`config.mk`:
```
export PLATFORM = sky130hd
export DESIGN_NAME = multicycle_control
export DESIGN_NICKNAME = d
export VERILOG_FILES = /design/src/rtl/mc_ctrl_pkg.sv /design/src/rtl/mc_sat_counter.sv /design/src/rtl/multicycle_control.sv
export SDC_FILE = /design/constraint.sdc
export NUM_CORES = 1
export LEC_CHECK = 0
export CAP_MARGIN = 25
export CORE_MARGIN = 2
export CORE_UTILIZATION = 40
export CTS_CLUSTER_DIAMETER = 100
export DETAILED_ROUTE_END_ITERATION = 10
export PLACE_DENSITY = 0.82
export SETUP_SLACK_MARGIN = 0.4
export SYNTH_ARGS = -nofsm -noshare
export SYNTH_HDL_FRONTEND = slang
export SYNTH_SLANG_ARGS = --single-unit
```
`constraint.sdc`:
```
create_clock -name clk -period 4.25 [get_ports clk]
set_input_delay 1.0625 -clock clk [delete_from_list [all_inputs] [get_ports clk]]
set_output_delay 1.0625 -clock clk [all_outputs]
set_load 0.005 [all_outputs]
```
`src/rtl/mc_ctrl_pkg.sv`:
```
`default_nettype none
// ============================================================================
// mc_ctrl_pkg - opcodes, state encodings and datapath select codes
// Revision: 1.0
// ============================================================================
package mc_ctrl_pkg;

  localparam logic [5:0] c_OP_R    = 6'b000000;
  localparam logic [5:0] c_OP_LW   = 6'b100011;
  localparam logic [5:0] c_OP_SW   = 6'b101011;
  localparam logic [5:0] c_OP_BEQ  = 6'b000100;
  localparam logic [5:0] c_OP_BNE  = 6'b000101;
  localparam logic [5:0] c_OP_J    = 6'b000010;
  localparam logic [5:0] c_OP_ADDI = 6'b001000;

  localparam logic [3:0] c_ST_FETCH     = 4'd0;
  localparam logic [3:0] c_ST_DECODE    = 4'd1;
  localparam logic [3:0] c_ST_MEM_ADDR  = 4'd2;
  localparam logic [3:0] c_ST_MEM_RD    = 4'd3;
  localparam logic [3:0] c_ST_MEM_WB    = 4'd4;
  localparam logic [3:0] c_ST_MEM_WR    = 4'd5;
  localparam logic [3:0] c_ST_R_EXEC    = 4'd6;
  localparam logic [3:0] c_ST_R_WB      = 4'd7;
  localparam logic [3:0] c_ST_BRANCH    = 4'd8;
  localparam logic [3:0] c_ST_JUMP      = 4'd9;
  localparam logic [3:0] c_ST_ADDI_EXEC = 4'd10;
  localparam logic [3:0] c_ST_ADDI_WB   = 4'd11;

  localparam logic [1:0] c_ALUOP_ADD   = 2'b00;
  localparam logic [1:0] c_ALUOP_SUB   = 2'b01;
  localparam logic [1:0] c_ALUOP_FUNCT = 2'b10;

  localparam logic [1:0] c_SRCB_RT     = 2'b00;
  localparam logic [1:0] c_SRCB_FOUR   = 2'b01;
  localparam logic [1:0] c_SRCB_IMM    = 2'b10;
  localparam logic [1:0] c_SRCB_IMM_SH = 2'b11;

  localparam logic [1:0] c_PCSRC_ALU    = 2'b00;
  localparam logic [1:0] c_PCSRC_ALUOUT = 2'b01;
  localparam logic [1:0] c_PCSRC_JUMP   = 2'b10;

  typedef struct packed {
    logic       pc_write;
    logic       pc_write_cond;
    logic       branch_ne;
    logic       iord;
    logic       mem_read;
    logic       mem_write;
    logic       ir_write;
    logic       mem_to_reg;
    logic       reg_dst;
    logic       reg_write;
    logic       alu_src_a;
    logic [1:0] alu_src_b;
    logic [1:0] alu_op;
    logic [1:0] pc_source;
    logic       instr_done;
  } ctrl_t;

endpackage
`default_nettype wire

```
`src/rtl/mc_sat_counter.sv`:
```
`default_nettype none
// ============================================================================
// mc_sat_counter - width-parametrised up counter that holds at all-ones
// Revision: 1.0
// ============================================================================
module mc_sat_counter #(
  parameter int WIDTH = 16
) (
  input  logic             clk,
  input  logic             rst,
  input  logic             i_inc,
  output logic [WIDTH-1:0] o_count
);

  logic [WIDTH-1:0] r_count;

  always_ff @(posedge clk or posedge rst) begin
    if (rst) begin
      r_count <= '0;
    end else if (i_inc && (r_count != {WIDTH{1'b1}})) begin
      r_count <= r_count + 1'b1;
    end
  end

  assign o_count = r_count;

endmodule
`default_nettype wire

```
`src/rtl/multicycle_control.sv`:
```
`default_nettype none
// ============================================================================
// multicycle_control - Moore FSM sequencing multicycle MIPS datapath control
// Revision: 1.0
// ============================================================================
module multicycle_control
  import mc_ctrl_pkg::*;
#(
  parameter bit EN_BNE  = 1'b1,
  parameter bit EN_JUMP = 1'b1,
  parameter bit EN_ADDI = 1'b1,
  parameter int CNT_W   = 16
) (
  input  logic             clk,
  input  logic             rst,
  input  logic [5:0]       opcode,
  input  logic             mem_ready,
  output logic             PCWrite,
  output logic             PCWriteCond,
  output logic             BranchNE,
  output logic             IorD,
  output logic             MemRead,
  output logic             MemWrite,
  output logic             IRWrite,
  output logic             MemtoReg,
  output logic             RegDst,
  output logic             RegWrite,
  output logic             ALUSrcA,
  output logic [1:0]       ALUSrcB,
  output logic [1:0]       ALUOp,
  output logic [1:0]       PCSource,
  output logic             instr_done,
  output logic             illegal_op,
  output logic [CNT_W-1:0] instr_count
);

  logic [3:0] r_state;
  logic [3:0] w_next;
  logic       w_illegal;
  logic       r_illegal;
  ctrl_t      w_ctl;

  always_comb begin
    w_next    = c_ST_FETCH;
    w_illegal = 1'b0;
    case (r_state)
      c_ST_FETCH:     w_next = mem_ready ? c_ST_DECODE : c_ST_FETCH;
      c_ST_DECODE: begin
        if ((opcode == c_OP_LW) || (opcode == c_OP_SW))             w_next = c_ST_MEM_ADDR;
        else if (opcode == c_OP_R)                                  w_next = c_ST_R_EXEC;
        else if ((opcode == c_OP_BEQ) || (EN_BNE && (opcode == c_OP_BNE))) w_next = c_ST_BRANCH;
        else if (EN_JUMP && (opcode == c_OP_J))                     w_next = c_ST_JUMP;
        else if (EN_ADDI && (opcode == c_OP_ADDI))                  w_next = c_ST_ADDI_EXEC;
        else                                                        w_illegal = 1'b1;
      end
      c_ST_MEM_ADDR:  w_next = (opcode == c_OP_LW) ? c_ST_MEM_RD : c_ST_MEM_WR;
      c_ST_MEM_RD:    w_next = mem_ready ? c_ST_MEM_WB : c_ST_MEM_RD;
      c_ST_MEM_WR:    w_next = mem_ready ? c_ST_FETCH : c_ST_MEM_WR;
      c_ST_R_EXEC:    w_next = c_ST_R_WB;
      c_ST_ADDI_EXEC: w_next = c_ST_ADDI_WB;
      default:        w_next = c_ST_FETCH;
    endcase
  end

  always_ff @(posedge clk or posedge rst) begin
    if (rst) begin
      r_state   <= c_ST_FETCH;
      r_illegal <= 1'b0;
    end else begin
      r_state <= w_next;
      if (w_illegal) begin
        r_illegal <= 1'b1;
      end
    end
  end

  // Gated by rst so an asserted reset silences the datapath without a clock edge.
  always_comb begin
    w_ctl = '0;
    if (!rst) begin
      case (r_state)
        c_ST_FETCH: begin
          w_ctl.mem_read  = 1'b1;
          w_ctl.alu_src_b = c_SRCB_FOUR;
          w_ctl.alu_op    = c_ALUOP_ADD;
          w_ctl.ir_write  = mem_ready;
          w_ctl.pc_write  = mem_ready;
        end
        c_ST_DECODE: begin
          w_ctl.alu_src_b = c_SRCB_IMM_SH;
          w_ctl.alu_op    = c_ALUOP_ADD;
        end
        c_ST_MEM_ADDR: begin
          w_ctl.alu_src_a = 1'b1;
          w_ctl.alu_src_b = c_SRCB_IMM;
        end
        c_ST_MEM_RD: begin
          w_ctl.mem_read = 1'b1;
          w_ctl.iord     = 1'b1;
        end
        c_ST_MEM_WB: begin
          w_ctl.reg_write  = 1'b1;
          w_ctl.mem_to_reg = 1'b1;
          w_ctl.instr_done = 1'b1;
        end
        c_ST_MEM_WR: begin
          w_ctl.mem_write  = 1'b1;
          w_ctl.iord       = 1'b1;
          w_ctl.instr_done = mem_ready;
        end
        c_ST_R_EXEC: begin
          w_ctl.alu_src_a = 1'b1;
          w_ctl.alu_src_b = c_SRCB_RT;
          w_ctl.alu_op    = c_ALUOP_FUNCT;
        end
        c_ST_R_WB: begin
          w_ctl.reg_write  = 1'b1;
          w_ctl.reg_dst    = 1'b1;
          w_ctl.instr_done = 1'b1;
        end
        c_ST_BRANCH: begin
          w_ctl.alu_src_a     = 1'b1;
          w_ctl.alu_src_b     = c_SRCB_RT;
          w_ctl.alu_op        = c_ALUOP_SUB;
          w_ctl.pc_write_cond = 1'b1;
          w_ctl.pc_source     = c_PCSRC_ALUOUT;
          w_ctl.branch_ne     = (opcode == c_OP_BNE);
          w_ctl.instr_done    = 1'b1;
        end
        c_ST_JUMP: begin
          w_ctl.pc_write   = 1'b1;
          w_ctl.pc_source  = c_PCSRC_JUMP;
          w_ctl.instr_done = 1'b1;
        end
        c_ST_ADDI_EXEC: begin
          w_ctl.alu_src_a = 1'b1;
          w_ctl.alu_src_b = c_SRCB_IMM;
          w_ctl.alu_op    = c_ALUOP_ADD;
        end
        c_ST_ADDI_WB: begin
          w_ctl.reg_write  = 1'b1;
          w_ctl.instr_done = 1'b1;
        end
        default: w_ctl = '0;
      endcase
    end
  end

  assign PCWrite     = w_ctl.pc_write;
  assign PCWriteCond = w_ctl.pc_write_cond;
  assign BranchNE    = w_ctl.branch_ne;
  assign IorD        = w_ctl.iord;
  assign MemRead     = w_ctl.mem_read;
  assign MemWrite    = w_ctl.mem_write;
  assign IRWrite     = w_ctl.ir_write;
  assign MemtoReg    = w_ctl.mem_to_reg;
  assign RegDst      = w_ctl.reg_dst;
  assign RegWrite    = w_ctl.reg_write;
  assign ALUSrcA     = w_ctl.alu_src_a;
  assign ALUSrcB     = w_ctl.alu_src_b;
  assign ALUOp       = w_ctl.alu_op;
  assign PCSource    = w_ctl.pc_source;
  assign instr_done  = w_ctl.instr_done;
  assign illegal_op  = r_illegal;

  mc_sat_counter #(
    .WIDTH (CNT_W)
  ) u_instr_cnt (
    .clk     (clk),
    .rst     (rst),
    .i_inc   (w_ctl.instr_done),
    .o_count (instr_count)
  );

endmodule
`default_nettype wire

```
==> results of run 1 <==
==> metal layers <==
layer  vias to the layer above  GRT usage [%]  part of all wire [%]
met5                         -              0                     0
met4                         0           4.44                  0.49
met3                         2           2.17                   4.9
met2                        34           24.3                    48
met1                       600           21.4                    47
li1                        630              -                     -
==> layout by cell type (no fill, tap or decap), drive strengths merged, types with 3 or more instances in the layout <==
cell	synthesis	final
clkdlybuf4s50	0	41
clkbuf	4	4
dfrtp	21	21
nor2	19	19
and3	4	4
a21oi	3	3
xor2	5	5
nand2b	4	4
nor4	4	4
inv	3	3
nand3	8	8
nand2	16	16
o21ai	5	5
nor3	10	10
xnor2	11	11
nand4	9	9
==> critical path: cells and delay by family <==
| kind | cells | cell delay [ps] |
|---|---|---|
| buffers and inverters | 2 | 990 |
| AND/OR/NAND/NOR | 2 | 640 |
==> power breakdown <==
group          switching [mW]  internal (mW)  total [mW]
clock network          0.0558         0.0365      0.0923
registers              0.0385          0.217       0.256
logic                  0.0518         0.0753       0.127
==> repair_timing <==
action / in CTS / in global routing
hold buffers: 0 / 0
resized for setup: 2 / 1
endpoints found under the setup margin: 2 / 1
==> stage by stage <==
step,hold WS [ps],instance area (µm²)
2_1_floorplan,451,1350
3_3_place_gp,469,1810
3_5_place_dp,451,1810
4_1_cts,490,1830
5_1_grt,523,1830
6_report,486,1830
==> cells by family (layout without fill, tap and decap cells) <==
logic type,Yosys count,count (layout)
compound gates,16,16
xor+xnor,16,16
fa+ha+maj,1,1
buf+inv,11,51
flops,21,21
mux,3,3
simple gates,86,86
==> registers in the layout, summed over array words and instances (netlist names) <==
register,count
r_state,4
u_instr_cnt.o_count,16
illegal_op,1
==> cells in the mapped netlist <==
cell	instances
dfrtp_1	21
nor2_1	18
nand2_1	16
xnor2_1	11
nand4_1	9
nor3_1	8
nand3_1	7
o21ai_0	5
xor2_1	5
and3_1	4
clkbuf_1	4
nand2b_1	4
a21oi_1	3
nor4_1	3
a2111oi_0	2
a21o_1	2
and4_1	2
buf_2	2
inv_1	2
mux2i_1	2
nor2b_1	2
nor3_4	2
or2_2	2
a221oi_1	1
a31oi_1	1
and4b_1	1
buf_4	1
buf_6	1
ha_1	1
inv_2	1
mux2_1	1
nand3_2	1
nor2_4	1
nor3b_1	1
nor4_2	1
nor4b_1	1
o211ai_1	1
o22ai_1	1
or3_1	1
or4_1	1
or4_4	1
==> cell type report <==
cell class | count | area share (%)
multi-input cells | 122 | 42.4
well taps | 46 | 3.14
repair buffers | 44 | 23.7
clock buffers | 4 | 1.43
inverters | 3 | 0.614
flip-flops and latches | 21 | 28.6
==> worst paths after layout <==
check	depth (start not counted)	end	from	slack (ps)
min	1	illegal_op$_DFFE_PP0P_	illegal_op$_DFFE_PP0P_	490
max reg2reg	6	u_instr_cnt.o_count[9]$_DFFE_PP0P_	r_state[2]$_DFF_PP0_	2040
min in group asynchronous	2	u_instr_cnt.o_count[7]$_DFFE_PP0P_	rst	1140
max	4	BranchNE	opcode[3]	500
min reg2reg	1	illegal_op$_DFFE_PP0P_	illegal_op$_DFFE_PP0P_	490
max in group asynchronous	2	u_instr_cnt.o_count[12]$_DFFE_PP0P_	rst	2620
==> results.txt, run 1 <==
Fillers: 295
Simple-gate share of the synthesized area: 36.0%
Crit end category: output pin
Worst slew pin tran: 783 ps
CP Data Required Time: 3190 ps
FF+latch count, synth: 21
Synth Warn #: 0
DRT Wirelength: 2880 µm
Post-DP HPWL: 2120 µm
Pin count of the biggest net entering global routing: 22
Synthesized area: 1350 µm²
Cell variety after synth: 41
Placer congestion estimate: 0.839
Placeable Area: 3280 µm²
Die Width: 62.2 µm
Hold Fails Final Rpt: 0
GRT Total Usage: 15.2%
Leak: 0.714 nW
Worst slew margin: 47.7%
Root buffer cell: clkbuf_4
Num CTS Buffers: 3
Post-layout util: 55.8%
VDD IR max: 0.0890 mV
Syn Area/Cell: 8.79 µm²
Vias in the first global route: 1070
Outcome: completed
Clock-pin slew on the worst setup and hold paths: 110 ps
Post-synthesis xor/xnor area fraction: 10.4%
Final Cycle Share: 88.3%
Area Overhead vs Synth: 35.5%
Share of cells above drive strength 1: 7.22%
Die outline height: 62.2 µm
Final nets: 205
Compound-Gate Fraction of Synth Area: 7.49%
Global route overflow: 0
Dpl cells: 236
Sequential share of the synthesized area: 38.8%
Final setup vio count: 0
Min cycle time layout: 3750 ps
Overall Power: 0.475 mW
Post-synth top area share: 38.8%
Starting Density: 41.2%
TNS Setup: 0 ps
Largest area contributor in the netlist: dfrtp_1
Non-filler cells, final: 240
Setup WS pre-CTS: 274 ps
Via count: 1266
Max-slew violation count: 0
Row count: 21
Clk sink count: 21
Initial antenna violation count: 0
Max H-tree Level: 1
Combinational family with the most area after synthesis: simple AND/OR/NAND/NOR gates
Diodes inserted: 0
Fin worst setup slack: 496 ps
DRC viols: 0
Hold crit path type: register to register
I/O Buffers: 43
Die area: 3870 µm²
CP max stage delay: 500 ps
Detail Route Antenna Nets: 0
WL/cell: 12.0 µm
Critical-path top delay cell: clkdlybuf4s50_1
Post-Synth Adder-Cell Area: 0.924%
Synth Net Count: 164
Peak Freq: 266 MHz
Io pins: 44
CTS tree: done
Pwr/cell area: 259 nW/µm²
Multi-input logic area: 778 µm²
Critical path, cell by cell: clkdlybuf4s50_1 > nor4_1 > and4_1 > clkdlybuf4s50_1
DR iter-0 viols: 57
Top post-synthesis cells by area: dfrtp_1, xnor2_1, nor2_1, nand2_1, nand4_1
Max-cap violations: 0
Post-CTS setup buffer count: 0
Setup CP Type: input port to output pin
Sequential cell area: 526 µm²
TritonRoute pass-1 iters: 5
Post-synthesis mux area share: 2.31%
Clk buf depth: 2
Worst EP arrival: 2690 ps
Crit path launch type: input port
RSZ-0062 raised after global routing: no
Clk Latency, worst-skew pair: 290 ps
Global-route wire length before repair: 4920 µm
Cell mode on critical path: clkdlybuf4s50_1
Synth Instances: 154
Worst Skew: 2.82 ps
Crit path max fanout: 5
Via/cell ratio: 5.28
(Power assumes the default switching activity.)
==> run 2, diff against run 1 <==
DONT_BUFFER_PORTS = 1   (was default)
MAX_ROUTING_LAYER = met4   (was default)
PLACE_DENSITY = 0.65   (was 0.82)
SLEW_MARGIN = 20   (was default)
==> run 2 against run 1 <==
- worst setup slack better by 670 ps
- clock-buffer cell count stayed put
- core utilization is 13 points lower
- critical path depth stayed put
- sequential share of layout area is 9.1 points higher
- via count is 14% lower
- largest power group unchanged
- critical path type unchanged
- global-route usage is 0.43 points higher
- sequential power hardly changed
==> results.txt, run 2 (same netlist as run 1, synthesis figures left out) <==
Outcome: completed
Min cycle time layout: 3080 ps
Share of cells above drive strength 1: 8.00%
Pin count of the biggest net entering global routing: 22
Resized cells post-CTS: 0
Post-CTS setup buffer count: 0
Max reg flops: 16
Final Cycle Share: 72.5%
CP Data Required Time: 3190 ps
Global route overflow: 0
Cells on worst reg2reg path: 5
Pwr/cell area: 302 nW/µm²
TritonRoute pass-1 iters: 4
Die outline height: 62.2 µm
RSZ-0062 raised after global routing: no
Max-slew violation count: 0
DRC viols: 0
Hold Crit Depth: 1
Final setup vio count: 0
Num CTS Buffers: 3
Hold buffers post-CTS: 0
Placer congestion estimate: 0.802
GRT Total Usage: 15.6%
Crit path launch type: input port
Die Width: 62.2 µm
TNS Setup: 0 ps
Critical path, cell by cell: nor2_1 > nand2_1 > nor3_1 > and4_1
Crit path max fanout: 7
Worst EP arrival: 2020 ps
Row count: 21
Crit end category: output pin
Area Overhead vs Synth: 2.96%
Io pins: 44
Most common cell after layout, fill and taps aside: dfrtp_1
DR iter-0 viols: 51
Global-route wire length before repair: 4850 µm
Worst slew pin tran: 782 ps
Via count: 1088
Hold crit path type: register to register
Root buffer cell: clkbuf_4
Placeable Area: 3280 µm²
Die area: 3870 µm²
WHS: 512 ps
Commonest cells after routing, fill and taps aside: dfrtp_1, nor2_1, nand2_1
Detail Route Antenna Nets: 0
DRT Wirelength: 2680 µm
Diodes inserted: 0
Final nets: 161
WL/cell: 13.7 µm
Max H-tree Level: 1
Worst Skew: 5.04 ps
I/O Buffers: 0
Peak Freq: 325 MHz
CP Depth: 4
Setup CP Type: input port to output pin
WP buf/inv: 0
CP top delay family: simple AND/OR/NAND/NOR gates
Max-cap violations: 0
Via/cell ratio: 5.55
Critical-path top delay cell: nor3_1
Clk buf depth: 2
VDD IR max: 0.118 mV
Clk Latency, worst-skew pair: 300 ps
Starting Density: 41.2%
Non-filler cells, final: 196
Clk sink count: 21
CP max stage delay: 410 ps
Hold Fails Final Rpt: 0
Vias in the first global route: 1061
CTS tree: done
Worst slew margin: 47.8%
Clock-pin slew on the worst setup and hold paths: 100 ps
Leak: 0.550 nW
Dpl cells: 192
Post-DP HPWL: 2010 µm
Initial antenna violation count: 0
-- run 2: metal layers --
metal  global-route usage (%)  part of all wire, %  up-vias
met5                        -                    0        -
met2                     24.7                   48       32
met4                     5.83                  1.9        0
met3                     5.07                  6.0        6
met1                     18.6                   44      510
li1                         -                    -      540
-- run 2: layout make-up --
cell class,instances,area [µm²]
Sequential cell,21,526
Clock buffer,4,26.3
Inverter,3,11.3
Multi-Input combinational cell,122,773
Tap cell,46,57.6
Fill cell,328,1890
-- run 2: through the flow --
stage | total power, mW | util (%) | area (µm²) | setup WS [ps]
after floorplan | 0.318 | - | 1350 | 1300
after global placement | 0.328 | 41.6 | 1370 | 1190
after detailed placement | 0.332 | 41.6 | 1370 | 1140
after CTS | 0.426 | 42.4 | 1390 | 1140
after global routing | 0.456 | 42.4 | 1390 | 1010
final | 0.421 | 42.4 | 1390 | 1170
-- run 2: worst paths after layout --
check                      slack, ps              startpoint                            endpoint
max                             1170                     rst                            BranchNE
min                              510  illegal_op$_DFFE_PP0P_              illegal_op$_DFFE_PP0P_
max reg2reg                     2130    r_state[2]$_DFF_PP0_  u_instr_cnt.o_count[9]$_DFFE_PP0P_
min reg2reg                      510  illegal_op$_DFFE_PP0P_              illegal_op$_DFFE_PP0P_
max in group asynchronous       2980                     rst  u_instr_cnt.o_count[1]$_DFFE_PP0P_
min in group asynchronous        780                     rst  u_instr_cnt.o_count[7]$_DFFE_PP0P_
-- run 2: worst register-to-register path: cells and delay by family, from the launching register on --
kind	cells	cell delay (ps)
flip-flops	1	590
AND/OR/NAND/NOR	3	1000
AO/OA/AOI/OAI	1	280
XOR/XNOR	1	150
-- run 2: power by group --
part	total (mW)	internal [mW]	switching, mW
Combinational	0.0712	0.0330	0.0383
Sequential	0.256	0.217	0.0390
Clock	0.0931	0.0366	0.0566
==> run 3, diff against run 2 <==
clock period = 3.12 ns   (was 4.25 ns; I/O delays follow)
==> run 3 against run 2 <==
- core utilization increased by 0.34 points
- total power increased by 37%
- first-iteration DRC count decreased by 35%
- via count increased by 2.4%
- sequential share of layout area increased by 0.054 points
- combinational power increased by 38%
- final area increased by 0.81%
- cell count unchanged
- worst hold slack got worse by 14 ps
- worst setup slack got worse by 620 ps
- wire length increased by 1.3%
- critical endpoint is now instr_done
==> results.txt, run 3 (same netlist as run 1, synthesis figures left out) <==
Clock-pin slew on the worst setup and hold paths: 120 ps
Setup CP Type: register to output pin
Peak Freq: 389 MHz
Clk Latency, worst-skew pair: 300 ps
GRT Total Usage: 15.3%
Starting Density: 41.2%
Row count: 21
TritonRoute pass-1 iters: 4
Hold Fails Final Rpt: 0
Vias in the first global route: 1077
DRC viols: 0
Reg2Reg Setup Slack: 1080 ps
Max reg flops: 16
Initial antenna violation count: 0
Worst Skew: 5.80 ps
RSZ-0062 raised after global routing: no
Pwr/cell area: 410 nW/µm²
Detail Route Antenna Nets: 0
Die area: 3870 µm²
Global-route wire length before repair: 4750 µm
Share of cells above drive strength 1: 12.0%
Outcome: completed
Placeable Area: 3280 µm²
Critical path, cell by cell: a21o_1 > or4_4 > inv_2
CP max stage delay: 610 ps
Critical-path top delay cell: or4_4
Via count: 1114
WL/cell: 13.9 µm
Hold buffers post-CTS: 0
Clk buf depth: 2
Global route overflow: 0
Final setup vio count: 0
Worst r2r dst: u_instr_cnt.o_count[8]$_DFFE_PP0P_
Cells on worst reg2reg path: 5
Post-DP HPWL: 2000 µm
Crit path launch type: register
Worst EP arrival: 1790 ps
CP Data Required Time: 2340 ps
Area Overhead vs Synth: 3.79%
DRT Wirelength: 2720 µm
CTS tree: done
Root buffer cell: clkbuf_4
Hold crit path type: input port to asynchronous set/reset pin
R2R Path Start: r_state[2]$_DFF_PP0_
Worst slew margin: 46.2%
Max-slew violation count: 0
TNS Setup: 0 ps
Overall Power: 0.576 mW
Final nets: 161
Num CTS Buffers: 3
Pin count of the biggest net entering global routing: 22
Max-cap violations: 0
Crit path max fanout: 19
Crit end category: output pin
Via/cell ratio: 5.68
Die Width: 62.2 µm
Diodes inserted: 0
Most common cell after layout, fill and taps aside: nor2_1
Placer congestion estimate: 0.857
Io pins: 44
Worst slew pin tran: 787 ps
Max H-tree Level: 1
Leak: 0.550 nW
WP buf/inv: 1
Crit path launch: r_state[2]$_DFF_PP0_
Die outline height: 62.2 µm
Commonest cells after routing, fill and taps aside: nor2_1, dfrtp_1, nand2_1
DR iter-0 viols: 33
CP top delay family: simple AND/OR/NAND/NOR gates
Clk sink count: 21
Min cycle time layout: 2570 ps
VDD IR max: 0.124 mV
Final Cycle Share: 82.5%
CP Depth: 3
I/O Buffers: 0
-- run 3: cell types whose count changed in the layout (fill, tap and decap cells not counted), sizes merged --
cell	previous run	this run
clkbuf	4	3
clkinv	0	1
-- run 3: through the flow --
| step | instances | cell area, µm² | hold WS, ps | worst slack [ps] | utilization, % |
|---|---|---|---|---|---|
| floorplan | 154 | 1350 | 451 | 731 | - |
| global placement | 192 | 1370 | 492 | 624 | 41.6 |
| detailed placement | 192 | 1370 | 497 | 594 | 41.6 |
| CTS | 196 | 1400 | 524 | 437 | 42.6 |
| global route | 196 | 1410 | 547 | 461 | 42.8 |
| finish | 196 | 1410 | 498 | 548 | 42.8 |
-- run 3: report_power, final --
part,switching [mW],leakage [nW],internal [mW]
Sequential,0.0533,0.272,0.297
Clock,0.0801,0.0177,0.0477
Combinational,0.0536,0.260,0.0449
-- run 3: final cells by class --
| type | instances | area, µm² |
|---|---|---|
| fillers | 334 | 1880 |
| clock buffers | 3 | 22.5 |
| clock inverters | 1 | 5.00 |
| multi-input cells | 122 | 778 |
| flip-flops and latches | 21 | 531 |
| well taps | 46 | 57.6 |
| inverters | 3 | 11.3 |
-- run 3: how the worst max path moves through the flow --
| stage | to | slack (ps) |
|---|---|---|
| 4_1_cts | instr_done | 440 |
| 5_1_grt | BranchNE | 460 |
| 3_3_place_gp | BranchNE | 620 |
| 2_1_floorplan | instr_done | 730 |
| 6_report | instr_done | 550 |
| 3_5_place_dp | BranchNE | 590 |
-- run 3: what timing repair did --
item | in CTS | in global routing
setup endpoints to repair | 1 | 2
resized for setup | 1 | 4
setup buffers | 0 | 0
pin swaps | 0 | 0
hold endpoints to repair | 0 | 0
-- run 3: layer usage --
| metal | global-route usage [%] | up-vias | wire, µm |
|---|---|---|---|
| met5 | - | - | 0 |
| met4 | 6.11 | 0 | 27 |
| met3 | 4.17 | 2 | 175 |
| met2 | 25.4 | 35 | 1330 |
| met1 | 17.5 | 532 | 1190 |
| li1 | - | 545 | - |
